===== src/rtl/mux_nx1_pipe.sv =====
// mux_nx1_pipe: N-input registered select stage with valid/ready handshake.
// A main output register plus one skid register give full throughput while
// keeping in_ready a pure function of registered state (no out_ready -> in_ready path).
// Selects at or above N_IN produce zero data with out_err set.
module mux_nx1_pipe #(
   parameter int WIDTH = 32,
   parameter int N_IN  = 4,
   parameter int SEL_W = $clog2(N_IN)
) (
   input  logic                    clk,
   input  logic                    rst_n,
   input  logic [N_IN*WIDTH-1:0]   in_data,
   input  logic [SEL_W-1:0]        in_sel,
   input  logic                    in_valid,
   output logic                    in_ready,
   input  logic                    flush,
   output logic [WIDTH-1:0]        out_data,
   output logic [SEL_W-1:0]        out_sel,
   output logic                    out_err,
   output logic                    out_valid,
   input  logic                    out_ready
);

   logic             out_valid_q, out_valid_d;
   logic [WIDTH-1:0] out_data_q,  out_data_d;
   logic [SEL_W-1:0] out_sel_q,   out_sel_d;
   logic             out_err_q,   out_err_d;

   logic             skid_valid_q, skid_valid_d;
   logic [WIDTH-1:0] skid_data_q,  skid_data_d;
   logic [SEL_W-1:0] skid_sel_q,   skid_sel_d;
   logic             skid_err_q,   skid_err_d;

   logic [WIDTH-1:0] sel_data;
   logic             sel_err;
   logic             accept;
   logic             xfer;

   // Pick the addressed input; an unmatched select yields zero data and an error flag.
   always_comb begin
      sel_data = '0;
      sel_err  = 1'b1;
      for (int k = 0; k < N_IN; k++) begin
         if (in_sel == SEL_W'(k)) begin
            sel_data = in_data[k*WIDTH +: WIDTH];
            sel_err  = 1'b0;
         end
      end
   end

   assign accept = in_valid & ~skid_valid_q;
   assign xfer   = out_valid_q & out_ready;

   // Next-state for main and skid entries: flush wins, then refill main, then fill skid.
   always_comb begin
      out_valid_d  = out_valid_q;
      out_data_d   = out_data_q;
      out_sel_d    = out_sel_q;
      out_err_d    = out_err_q;
      skid_valid_d = skid_valid_q;
      skid_data_d  = skid_data_q;
      skid_sel_d   = skid_sel_q;
      skid_err_d   = skid_err_q;

      if (flush) begin
         out_valid_d  = 1'b0;
         skid_valid_d = 1'b0;
      end else if (!out_valid_q || xfer) begin
         if (skid_valid_q) begin
            out_valid_d  = 1'b1;
            out_data_d   = skid_data_q;
            out_sel_d    = skid_sel_q;
            out_err_d    = skid_err_q;
            skid_valid_d = 1'b0;
         end else if (accept) begin
            out_valid_d = 1'b1;
            out_data_d  = sel_data;
            out_sel_d   = in_sel;
            out_err_d   = sel_err;
         end else begin
            out_valid_d = 1'b0;
         end
      end else if (accept) begin
         skid_valid_d = 1'b1;
         skid_data_d  = sel_data;
         skid_sel_d   = in_sel;
         skid_err_d   = sel_err;
      end
   end

   // Entry registers; reset drops both entries immediately.
   always_ff @(posedge clk or negedge rst_n) begin
      if (!rst_n) begin
         out_valid_q  <= 1'b0;
         out_data_q   <= '0;
         out_sel_q    <= '0;
         out_err_q    <= 1'b0;
         skid_valid_q <= 1'b0;
         skid_data_q  <= '0;
         skid_sel_q   <= '0;
         skid_err_q   <= 1'b0;
      end else begin
         out_valid_q  <= out_valid_d;
         out_data_q   <= out_data_d;
         out_sel_q    <= out_sel_d;
         out_err_q    <= out_err_d;
         skid_valid_q <= skid_valid_d;
         skid_data_q  <= skid_data_d;
         skid_sel_q   <= skid_sel_d;
         skid_err_q   <= skid_err_d;
      end
   end

   assign in_ready  = ~skid_valid_q;
   assign out_valid = out_valid_q;
   assign out_data  = out_data_q;
   assign out_sel   = out_sel_q;
   assign out_err   = out_err_q;

endmodule


===== config.mk =====
export PLATFORM = sky130hd
export DESIGN_NAME = mux_nx1_pipe
export DESIGN_NICKNAME = d
export VERILOG_FILES = /design/src/rtl/mux_nx1_pipe.sv
export SDC_FILE = /design/constraint.sdc
export NUM_CORES = 1
export LEC_CHECK = 0
export ABC_AREA = 0
export BUFFER_PORTS_ARGS = -buffer_cell sky130_fd_sc_hd__buf_2
export CAP_MARGIN = 10
export CORE_MARGIN = 5
export CORE_UTILIZATION = 52
export DETAILED_ROUTE_END_ITERATION = 16
export PLACE_DENSITY = 0.86
export SKIP_LAST_GASP = 1
export SLEW_MARGIN = 20
export SYNTH_ARGS = -nofsm -noshare
export SYNTH_HDL_FRONTEND = slang
export SYNTH_SLANG_ARGS = --single-unit

===== constraint.sdc =====
create_clock -name clk -period 3.95 [get_ports clk]
set_clock_uncertainty 0.15 [all_clocks]
set_input_delay 0 -clock clk [delete_from_list [all_inputs] [get_ports clk]]
set_output_delay 0 -clock clk [all_outputs]
set_load 0.005 [all_outputs]

==> results of run 1 <==
-- worst max-delay path by stage --
stage,start,to,slack [ns]
after global placement,skid_valid_q,skid_sel_q[0],1.61
after CTS,out_ready,skid_data_q[10],1.53
final,out_ready,skid_data_q[27],1.75
after global routing,out_ready,skid_data_q[5],1.67
after detailed placement,out_valid,skid_data_q[10],1.55
after floorplan,skid_valid_q,out_data[27],2.11
-- through the flow --
stage / hold WS, ns / util (%) / std cells
finish: 0.02291 / 76.58 / 580
global route: 0.01432 / 76.58 / 580
CTS: 0.003105 / 76.40 / 579
detailed placement: 0.05054 / 64.42 / 495
global placement: 0.03199 / 64.42 / 495
floorplan: -0.4456 / - / 236
-- critical path: stages --
cell	delay, ns
dlygate4sd3_1	0.54
buf_2	0.14
nand2b_1	0.20
nor4b_4	0.60
buf_6	0.24
buf_12	0.18
mux2_2	0.35
-- sequential cells by signal, indices dropped and copies added (netlist names) --
name          count
out_data         32
out_err           1
out_sel           2
out_valid         1
skid_data_q      32
skid_err_q        1
skid_sel_q        2
skid_valid_q      1
-- layout by cell type (no fill, tap or decap), types with 2 or more instances in the layout --
master | netlist | routed
dlygate4sd3_1 | 0 | 68
clkinv_2 | 0 | 2
nor2b_1 | 2 | 2
bufinv_16 | 0 | 2
buf_2 | 7 | 169
mux2_2 | 76 | 76
mux2_4 | 26 | 26
mux4_2 | 29 | 29
clkbuf_8 | 0 | 11
mux4_1 | 3 | 3
buf_4 | 0 | 5
dfrtp_1 | 72 | 72
-- report_power, final --
group          total [mW]  switching, mW  internal (mW)
Clock               0.661          0.272          0.389
Combinational       0.637          0.212          0.425
Sequential           1.02         0.0990          0.921
Total                2.32          0.583           1.74
-- routing by layer --
layer / up-vias / part of all wire [%] / GRT usage (%)
met5: - / 0 / 0
met4: 0 / 2.7 / 11.08
met3: 27 / 5.4 / 5.500
met2: 119 / 56 / 46.18
met1: 1603 / 36 / 25.46
li1: 1386 / - / -
-- layout make-up --
type                            count  area, um^2  share of cell area (%)
Multi-Input combinational cell    144        2063                   35.42
Sequential cell                    72        1802                   30.93
Timing Repair Buffer              244        1595                   27.38
Clock buffer                       11       151.4                   2.599
Tap cell                          102       127.6                   2.191
Clock inverter                      5       78.83                   1.353
Inverter                            2       7.507                  0.1289
-- what timing repair did --
item	4_1_cts	5_1_grt
endpoints found under the hold margin	107	0
setup buffers	0	0
hold buffers	68	0
-- kinds of logic after synthesis --
kind of cell / after synthesis / share of synthesized area, %
compound gates: 2 / 0.3436
mux: 134 / 49.39
flops: 72 / 44.99
simple gates: 8 / 1.780
buf+inv: 20 / 3.499
==> impl_metrics.ini, run 1 <==
[routing]
first_iter_violations = 54
drc = 0
drtPass1Iterations = 4
routedWlPerCell_um = 19.53
vias_per_cell = 5.405
ant_nets = 0
wirelength_um = 11330
routed-via-count = 3135

[sta]
worst_pin_slew_ns = 0.9190
fmax_mhz = 454.0
finalCriticalPeriod_ns = 2.203
hold_viol_final = 0
fin_crit_sh_pct = 55.77
rsz0062_at_grt = false
finalWorstSetupSlack_ns = 1.747
slew_violations = 0
slew_headroom_pct = 38.74
setup_tns_ns = 0
setup_viol = 0

[clock_tree]
path_clk_slew_ns = 0.08
tritoncts = yes
numClockSinks = 72
clockRootBuffer = clkbuf_8
ctsResizeCount = 0
cts_made_buffers = 9
clkLatencyLatePin_ns = 0.34
clockBufferDepth = 2
htree_levels = 3

[logic_synthesis]
synthDistinctLibCells = 20
yosys-top-cells-area = dfrtp_1 45%, mux2_2 21%, mux4_2 16%
synth_edf_count = 0
synth.most_common_cell = mux2_2
postSynthAreaPerCell_um2 = 16.97
ys_ff_latch = 72
synth.largest_area_cell = dfrtp_1
syn_area_um2 = 4005
yosysTopAreaCellShare_pct = 44.99
syn_nets = 371
synthArstFlopShare_pct = 100.0
ys_seq_area_share_pct = 44.99
syn_inst = 236
yosys_warnings = 0
synth_top_flop_cell = dfrtp_1
yosys-top-cells-count = 76 x mux2_2, 72 x dfrtp_1, 29 x mux4_2

[critical_path]
required_ns = 4.02
r2r_setup_slack_ns = 1.79
ff2ff_path_depth = 5
r2r-start = out_valid
cp.arrival_ns = 2.27
path_class = in2reg
worst_setup_path_start_kind = input port
reg2reg_to = skid_data_q[27]
cp_max_fo = 22
worstSetupEndpointType = flip-flop

[floorplan]
ios = 172
start_util_pct = 52.65
die_y_um = 97.76
die_area_um2 = 9557
fp-row-count = 32
core_area_um2 = 7607
die_w_um = 97.76

[power_and_ir_drop]
total_leakage_power_nw = 2.729
peakVddDrop_uv = 261.8
fin_total_pwr_mw = 2.318
p_per_area_nw_per_um2 = 397.9

[min_path]
whs_path_depth = 3
hp-class = in2reg
min_to = skid_data_q[16]
min_from = in_data[48]

[placed_design]
dpl_worst_slack_ns = 1.546
place_hpwl_um = 6996
dpl_cell_area_um2 = 4901
io_buffers = 171
gp_congestion = 0.7539

[global_routing]
grt_pass1_wl_um = 18310
grtUsageTotal_pct = 24.37
grt_antenna_before_repair = 0
grt-ovfl-total = 0
grt_start_max_net_pins = 73
grt_pass1_vias = 3806

[status]
outcome = finished clean

[run]
timing.max_cap.violations = 0

[final_layout]
drive_gt1_share_pct = 67.99
diodes = 0
syn2layout_area_growth_pct = 45.45
final_area_um2 = 5826
fillers = 497
nNetsFinal = 608
No activity file was read; power rests on OpenSTA's default activity.
==> run 2, diff against run 1 <==
CORE_UTILIZATION = 48   (was 52)
PLACE_DENSITY = 0.81   (was 0.86)
clock period = 2.1 ns   (was 3.95 ns; I/O delays follow)
==> impl_metrics.ini, run 2 (same netlist as run 1, synthesis figures left out) <==
[status]
outcome = finished clean

[min_path]
whs_path_depth = 4
hp-class = in2reg
min_from = in_data[96]
min_to = out_data[0]

[final_layout]
drive_gt1_share_pct = 67.71
syn2layout_area_growth_pct = 46.30
mostFrequentLayoutCells = 170 x buf_2, 76 x mux2_2, 72 x dfrtp_1
nNetsFinal = 610
fin_util_pct = 71.67
final_common_cell = buf_2

[clock_tree]
tritoncts = yes
htree_levels = 3
clkLatencyLatePin_ns = 0.34
numClockSinks = 72
post-cts-setup-buffers = 0
clockBufferDepth = 2
ctsResizeCount = 0
clockRootBuffer = clkbuf_8
path_clk_slew_ns = 0.08
cts_made_buffers = 9

[global_routing]
grt-ovfl-total = 0
grt_pass1_wl_um = 17170
grt_antenna_before_repair = 1
grt_pass1_vias = 3502
grt_start_max_net_pins = 73
grtUsageTotal_pct = 21.92

[routing]
drc = 0
first_iter_violations = 49
routed-via-count = 3094
ant_nets = 0
vias_per_cell = 5.280
wirelength_um = 10970
drtPass1Iterations = 4
routedWlPerCell_um = 18.72

[sta]
setup_viol = 0
worst_pin_slew_ns = 0.8931
slew_violations = 0
fin_crit_sh_pct = 92.20
setup_tns_ns = 0
finalCriticalPeriod_ns = 1.936
slew_headroom_pct = 40.46
hold_viol_final = 0
fmax_mhz = 516.5
finalWorstSetupSlack_ns = 0.1639
rsz0062_at_grt = false

[placed_design]
dpl_worst_slack_ns = 0.1963
gp_congestion = 0.7454
io_buffers = 171
place_hpwl_um = 7109

[critical_path]
worst_setup_path_start_kind = input port
crit_start = in_data[119]
cp_common_cell = dlygate4sd3_1
cp.arrival_ns = 2.00
r2r-start = skid_valid_q
required_ns = 2.17
ff2ff_path_depth = 4
worstSetupEndpointType = flip-flop
crit_slowest_cell = dlygate4sd3_1
reg2reg_to = out_data[2]
path_class = in2reg
cp_max_fo = 2
r2r_setup_slack_ns = 0.22
critical-path-max-stage-delay_ns = 0.58
worstPathCellList = dlygate4sd3_1, buf_2, mux4_2, dlygate4sd3_1, mux2_2

[floorplan]
core_area_um2 = 8175
ios = 172
die_w_um = 101.3
fp-row-count = 33
die_area_um2 = 10270
die_y_um = 101.3
start_util_pct = 48.99

[power_and_ir_drop]
p_per_area_nw_per_um2 = 740.1
total_leakage_power_nw = 2.729
peakVddDrop_uv = 399.2
fin_total_pwr_mw = 4.337

[run]
timing.max_cap.violations = 0
==> run 2: changes by cell type in the layout (fill, tap and decap cells not counted), sizes merged <==
cell         delta
diode           +1
dlygate4sd3     +1
buf             +1
clkinvlp        +2
clkinv          -2
==> run 2: timing repair <==
action	4_1_cts	5_1_grt
setup endpoints to repair	0	0
hold buffers	69	0
hold endpoints to repair	107	0
==> run 2: through the flow <==
stage	instances	instance area, um^2	hold WS, ns
5_1_grt	585	5857	0.1025
3_3_place_gp	500	4945	0.03840
6_report	586	5859	0.09170
3_5_place_dp	500	4945	0.04733
2_1_floorplan	236	4005	-0.4456
4_1_cts	585	5857	0.08170
==> run 2: power breakdown <==
part           switching, mW  internal [mW]
clock                  0.518          0.700
combinational          0.392          0.808
sequential             0.186           1.73
total                   1.10           3.24
==> run 2: how the worst max path moves through the flow <==
stage                                  to  slack (ns)  depth (start not counted)
after floorplan              out_data[27]        0.26                          5
after global placement       out_data[23]        0.24                          4
after detailed placement      out_data[8]        0.20                          4
after CTS                  skid_data_q[1]        0.21                          5
after global routing      skid_data_q[23]        0.14                          5
final                     skid_data_q[23]        0.16                          5
==> run 2: critical path: cells and delay by family <==
kind	cells	cell delay [ns]
buffers and inverters	3	1.27
muxes	2	0.73
==> run 2: area by class of cell <==
class                           instances  area (um^2)
Fill cell                             550         2316
Multi-Input combinational cell        144         2063
Sequential cell                        72         1802
Timing Repair Buffer                  246         1632
Clock buffer                           11        141.4
Tap cell                              105        131.4
Clock inverter                          5        80.08
Inverter                                2        7.507
Antenna cell                            1        2.502
==> run 2: metal layers <==
metal	routed length, um	up-vias	track usage, %
li1	-	1391	-
met1	3959	1548	24.22
met2	5973	129	40.14
met3	750	26	5.165
met4	289	0	9.202
met5	0	-	0
